==> src/rtl/case8_bist_pkg.sv <==
// Shared types, tap positions and step functions for the case8 BIST controller.
package case8_bist_pkg;

   typedef enum logic [1:0] {
      IDLE  = 2'd0,
      RUN   = 2'd1,
      FLUSH = 2'd2,
      DONE  = 2'd3
   } state_e;

   localparam int unsigned LFSR_W     = 10;
   localparam int unsigned LFSR_TAP_A = 9;
   localparam int unsigned LFSR_TAP_B = 6;

   localparam int unsigned MISR_W     = 5;
   localparam int unsigned MISR_TAP_A = 4;
   localparam int unsigned MISR_TAP_B = 2;

   function automatic logic [LFSR_W-1:0] lfsr_step(input logic [LFSR_W-1:0] v);
      return {v[LFSR_W-2:0], v[LFSR_TAP_A] ^ v[LFSR_TAP_B]};
   endfunction

   function automatic logic [MISR_W-1:0] misr_step(input logic [MISR_W-1:0] s,
                                                   input logic [MISR_W-1:0] d);
      return {s[MISR_W-2:0], s[MISR_TAP_A] ^ s[MISR_TAP_B]} ^ d;
   endfunction

endpackage

==> src/rtl/misr5.sv <==
// 5-bit multiple-input signature register; clr wins over en.
module misr5
   import case8_bist_pkg::*;
(
   input  logic              clk,
   input  logic              rst,
   input  logic              clr,
   input  logic              en,
   input  logic [MISR_W-1:0] din,
   output logic [MISR_W-1:0] sig
);

   logic [MISR_W-1:0] sig_d;
   logic [MISR_W-1:0] sig_q;

   always_comb begin
      sig_d = sig_q;
      if (clr) begin
         sig_d = '0;
      end else if (en) begin
         sig_d = misr_step(sig_q, din);
      end
   end

   always_ff @(posedge clk) begin
      if (rst) begin
         sig_q <= '0;
      end else begin
         sig_q <= sig_d;
      end
   end

   assign sig = sig_q;

endmodule

==> src/rtl/case8_bist.sv <==
// BIST controller for the case8 block: LFSR pattern source, pattern counter,
// run FSM and a MISR that compacts the responses into a pass/fail signature.
module case8_bist
   import case8_bist_pkg::*;
#(
   parameter int unsigned       NUM_PATTERNS = 1023,
   parameter logic [LFSR_W-1:0] LFSR_SEED    = 10'h001,
   parameter logic [MISR_W-1:0] GOLDEN_SIG   = 5'h00,
   parameter int unsigned       RESP_LAT     = 0
) (
   input  logic              clk,
   input  logic              rst,
   input  logic              start,
   input  logic [MISR_W-1:0] resp_in,
   output logic [LFSR_W-1:0] pat_out,
   output logic              busy,
   output logic              done,
   output logic              pass,
   output logic [MISR_W-1:0] signature,
   output logic [LFSR_W-1:0] pat_count
);

   localparam logic [LFSR_W-1:0] SEED_EFF = (LFSR_SEED == '0) ? 10'h001 : LFSR_SEED;
   localparam logic [LFSR_W-1:0] LAST_IDX = LFSR_W'(NUM_PATTERNS - 1);

   state_e            state_q, state_d;
   logic [LFSR_W-1:0] lfsr_q, lfsr_d;
   logic [LFSR_W-1:0] cnt_q, cnt_d;
   logic              pass_q, pass_d;
   logic              clr;
   logic              absorb;
   logic [MISR_W-1:0] sig;

   assign clr = (state_q == IDLE) && start;

   // Responses trail patterns by RESP_LAT cycles; a valid line marks which
   // cycles carry a response that belongs to a pattern of this run.
   if (RESP_LAT == 0) begin : g_lat0
      assign absorb = (state_q == RUN);
   end else begin : g_lat1
      logic valid_d;
      logic valid_q;

      always_comb begin
         valid_d = (state_q == RUN);
      end

      always_ff @(posedge clk) begin
         if (rst) begin
            valid_q <= 1'b0;
         end else begin
            valid_q <= valid_d;
         end
      end

      assign absorb = valid_q;
   end

   always_comb begin
      state_d = state_q;
      lfsr_d  = lfsr_q;
      cnt_d   = cnt_q;
      pass_d  = pass_q;
      unique case (state_q)
         IDLE: begin
            if (start) begin
               state_d = RUN;
               lfsr_d  = SEED_EFF;
               cnt_d   = '0;
               pass_d  = 1'b0;
            end
         end
         RUN: begin
            cnt_d = cnt_q + 10'd1;
            if (cnt_q == LAST_IDX) begin
               state_d = (RESP_LAT != 0) ? FLUSH : DONE;
            end else begin
               lfsr_d = lfsr_step(lfsr_q);
            end
         end
         FLUSH: state_d = DONE;
         DONE:  state_d = IDLE;
         default: state_d = IDLE;
      endcase
      // The last response is absorbed on the same edge that enters DONE, so
      // the verdict is taken from the MISR's next value rather than its current one.
      if ((state_d == DONE) && (state_q != DONE)) begin
         pass_d = (misr_step(sig, resp_in) == GOLDEN_SIG);
      end
   end

   always_ff @(posedge clk) begin
      if (rst) begin
         state_q <= IDLE;
         lfsr_q  <= SEED_EFF;
         cnt_q   <= '0;
         pass_q  <= 1'b0;
      end else begin
         state_q <= state_d;
         lfsr_q  <= lfsr_d;
         cnt_q   <= cnt_d;
         pass_q  <= pass_d;
      end
   end

   misr5 u_misr (
      .clk (clk),
      .rst (rst),
      .clr (clr),
      .en  (absorb),
      .din (resp_in),
      .sig (sig)
   );

   assign pat_out   = lfsr_q;
   assign busy      = (state_q == RUN) || (state_q == FLUSH);
   assign done      = (state_q == DONE);
   assign pass      = pass_q;
   assign signature = sig;
   assign pat_count = cnt_q;

endmodule

==> config.mk <==
export PLATFORM = sky130hd
export DESIGN_NAME = case8_bist
export DESIGN_NICKNAME = d
export VERILOG_FILES = /design/src/rtl/case8_bist_pkg.sv /design/src/rtl/misr5.sv /design/src/rtl/case8_bist.sv
export SDC_FILE = /design/constraint.sdc
export NUM_CORES = 1
export LEC_CHECK = 0
export BUFFER_PORTS_ARGS = -buffer_cell sky130_fd_sc_hd__buf_4
export CAP_MARGIN = 20
export CORE_MARGIN = 3
export CORE_UTILIZATION = 50
export CTS_CLUSTER_DIAMETER = 200
export CTS_CLUSTER_SIZE = 16
export DETAILED_ROUTE_END_ITERATION = 6
export GPL_ROUTABILITY_DRIVEN = 1
export PLACE_DENSITY = 0.85
export SLEW_MARGIN = 20
export SYNTH_ARGS = -nofsm -noshare
export SYNTH_HDL_FRONTEND = slang
export SYNTH_SLANG_ARGS = --single-unit
==> constraint.sdc <==
create_clock -name clk -period 2.45 [get_ports clk]
set_input_delay 0.245 -clock clk [delete_from_list [all_inputs] [get_ports clk]]
set_output_delay 0.245 -clock clk [all_outputs]
set_load 0.03 [all_outputs]
==> results.cfg <==
[outcome]
status = complete, no violations

[cells_and_area]
final_common_cell = buf_4
antenna_cells = 0
layout.nets = 206
layout_common_cells = buf_4 (37), dfxtp_1 (28), nand2_1 (20), nor2_1 (18), a21oi_1 (16)
layout-drive-gt1-share = 0.220
area_growth_pct = 26.0
fillers = 197

[floorplan]
io_pins = 36
fp.dieW_microns = 57.2
die_height_microns = 57.2
dieArea_sq_um = 3280
start_util = 0.561
rows = 17
core_sq_um = 2340

[power]
vdd_ir_drop_max_mv = 0.487
cellLeakagePower_nw = 0.696
powerDensity_nw_per_um2 = 580
p_int_mw = 0.698
p_comb_frac = 0.181
pwr-share-clk = 0.315
seqPwrFrac = 0.504
p_sw_mw = 0.261
switching_share = 0.272

[clocking]
cts_max_level = 1
cts.path.max_buffers = 2
cts_buffers = 3
clk_pin_slew_ps = 160
clk_latency_ps = 340
cts_resized = 0
cts_tree = yes
cts_hold_buf = 0
clock-sinks = 28
root_buffer = clkbuf_4
post_cts_buffers = 0

[worst_setup_path]
worstPathCellList = inv_1 -> ha_1 -> buf_4 -> mux2i_1 -> nor3b_1 -> nand3_1 -> xor2_1 -> nor2_1
slowest_stage = nor3b_1
crit_buf_inv = 2
timing.rr.start = state_q[1]$_SDFF_PP0_
r2r_cells = 8
critPathCapture = pat_count[9]$_SDFFE_PP0P_
rr_endpoint = pat_count[9]$_SDFFE_PP0P_
cpPeakStageDelay_ps = 380
required_ps = 2670
start_kind = register
startpoint = state_q[1]$_SDFF_PP0_
path_depth = 8
end_kind = register
cp_top_family = simple AND/OR/NAND/NOR gates
path_max_fanout = 22
crit_arrival_ps = 2200
crit_type = reg -> reg
regToRegSetupSlack_ps = 470

[worst_hold_path]
hold_class = in -> reg
min_path_cells = 2

[synthesis]
synth_ff_type = dfxtp_1
synth_area_sq_um = 1310
synth_area_per_cell_sq_um = 8.41
synthDistinctLibCells = 31
yosys_register_bits = 28
ys_seq_area_frac = 0.427
netlist_instances = 156
syn_nets = 170
synthArstFlopShare = 0
ys.warnings.count = 0
synth_edf_count = 0

[detailed_routing]
vias_per_cell = 5.46
num_vias = 1196
postRouteWirelength_microns = 2840
first_pass_iters = 4
drtAntennaViolNets = 0
drc = 0
drt_iter0_drc = 27
wl_per_cell_microns = 12.9

[global_route]
antenna_found_initial = 0
grt_pass1_wl_microns = 4670
grt_pass1_vias = 1093
grtUsageTotal = 0.181
grt_max_degree = 23
overflow = 0

[placement]
place_congestion = 0.745
io_buffers = 35
dp_hpwl_microns = 2190

[timing]
worstMarginPinSlew_ps = 528
fmax_mhz = 505
fin_crit_ps = 1980
skew_ps = 17.9
setup_viol = 0
setup_tns_ps = 0
slew_headroom = 0.638
whs_ps = 174
slew_violations = 0
hold_viol = 0
rsz0062_at_grt = no
min_period_over_period = 0.808

[job]
drv_cap = 0
==> flip-flops by register name, indices dropped and copies added (netlist names) <==
signal      count
u_misr.sig      5
state_q         2
pat_count      10
pat_out        10
pass            1
==> metal layers <==
layer  global-route usage  wire, microns  up-vias
met5                    0              0        -
met4               0.0695             37        0
met3               0.0271            131        4
met2                0.344           1490       30
met1                0.199           1170      557
li1                     -              -      605
==> worst reg2reg max path: cells and delay by family (launching register included) <==
family,cells,cell delay [ps]
fa+ha+maj,1,170
buf+inv,2,360
mux,1,240
flops,1,360
xor+xnor,1,160
simple gates,3,590
==> power groups by stage <==
| stage | Clock, mW | Combinational, mW | Sequential [mW] |
|---|---|---|---|
| 2_1_floorplan | 0 | 0.0988 | 0.512 |
| 3_3_place_gp | 0 | 0.169 | 0.492 |
| 3_5_place_dp | 0 | 0.174 | 0.493 |
| 4_1_cts | 0.309 | 0.174 | 0.483 |
| 5_1_grt | 0.326 | 0.190 | 0.486 |
| 6_report | 0.302 | 0.173 | 0.483 |
==> how the worst min path moves through the flow <==
stage | from | end
global route | rst | pat_out[3]$_SDFFE_PP0P_
detailed placement | pat_out[8]$_SDFFE_PP0P_ | pat_out[8]$_SDFFE_PP0P_
finish | rst | pat_out[3]$_SDFFE_PP0P_
global placement | pat_out[5]$_SDFFE_PP0P_ | pat_out[5]$_SDFFE_PP0P_
CTS | rst | pat_out[7]$_SDFFE_PP0P_
floorplan | resp_in[3] | u_misr.sig[3]$_SDFFE_PP0P_
==> area by class of cell <==
| cell class | instances | area, sq um | share of cell area |
|---|---|---|---|
| Inverter | 4 | 15.0 | 0.00908 |
| Timing Repair Buffer | 37 | 278 | 0.168 |
| Clock buffer | 3 | 22.5 | 0.0136 |
| Multi-Input combinational cell | 118 | 713 | 0.431 |
| Tap cell | 28 | 35.0 | 0.0212 |
| Clock inverter | 1 | 30.0 | 0.0182 |
| Sequential cell | 28 | 561 | 0.339 |
==> cell families (layout without fill, tap and decap cells) <==
| family | count (synthesis) | after routing | synth area share |
|---|---|---|---|
| muxes | 7 | 7 | 0.0543 |
| and+or+nand+nor | 67 | 67 | 0.237 |
| AOI/OAI and AO/OA | 26 | 26 | 0.114 |
| adders and majority gates | 6 | 6 | 0.0572 |
| xor gates and xnor gates | 12 | 12 | 0.0801 |
| DFF | 28 | 28 | 0.427 |
| buffers and inverters | 10 | 45 | 0.0295 |
==> synthesized netlist by cell type (3+ instances only) <==
master	n	area, sq um
nand3_1	13	65.1
inv_1	4	15.0
nor2_1	18	67.6
nand4_1	3	18.8
nand2b_1	3	18.8
xnor2_1	3	26.3
or3_1	3	18.8
nand2_1	20	75.1
a21oi_1	16	80.1
clkbuf_1	4	15.0
o21ai_0	4	20.0
ha_1	6	75.1
xor2_1	9	78.8
dfxtp_1	28	561
mux2i_1	6	60.1
==> metrics by stage <==
step	util	setup slack [ps]	area [sq um]	power (mW)	cells
after CTS	0.707	487	1650	0.967	219
after global routing	0.707	298	1650	1.00	219
final	0.707	470	1650	0.959	219
after floorplan	-	570	1310	0.611	156
after global placement	0.684	575	1600	0.660	215
after detailed placement	0.684	507	1600	0.667	215
Note: power is estimated with default switching activity, not from simulation.
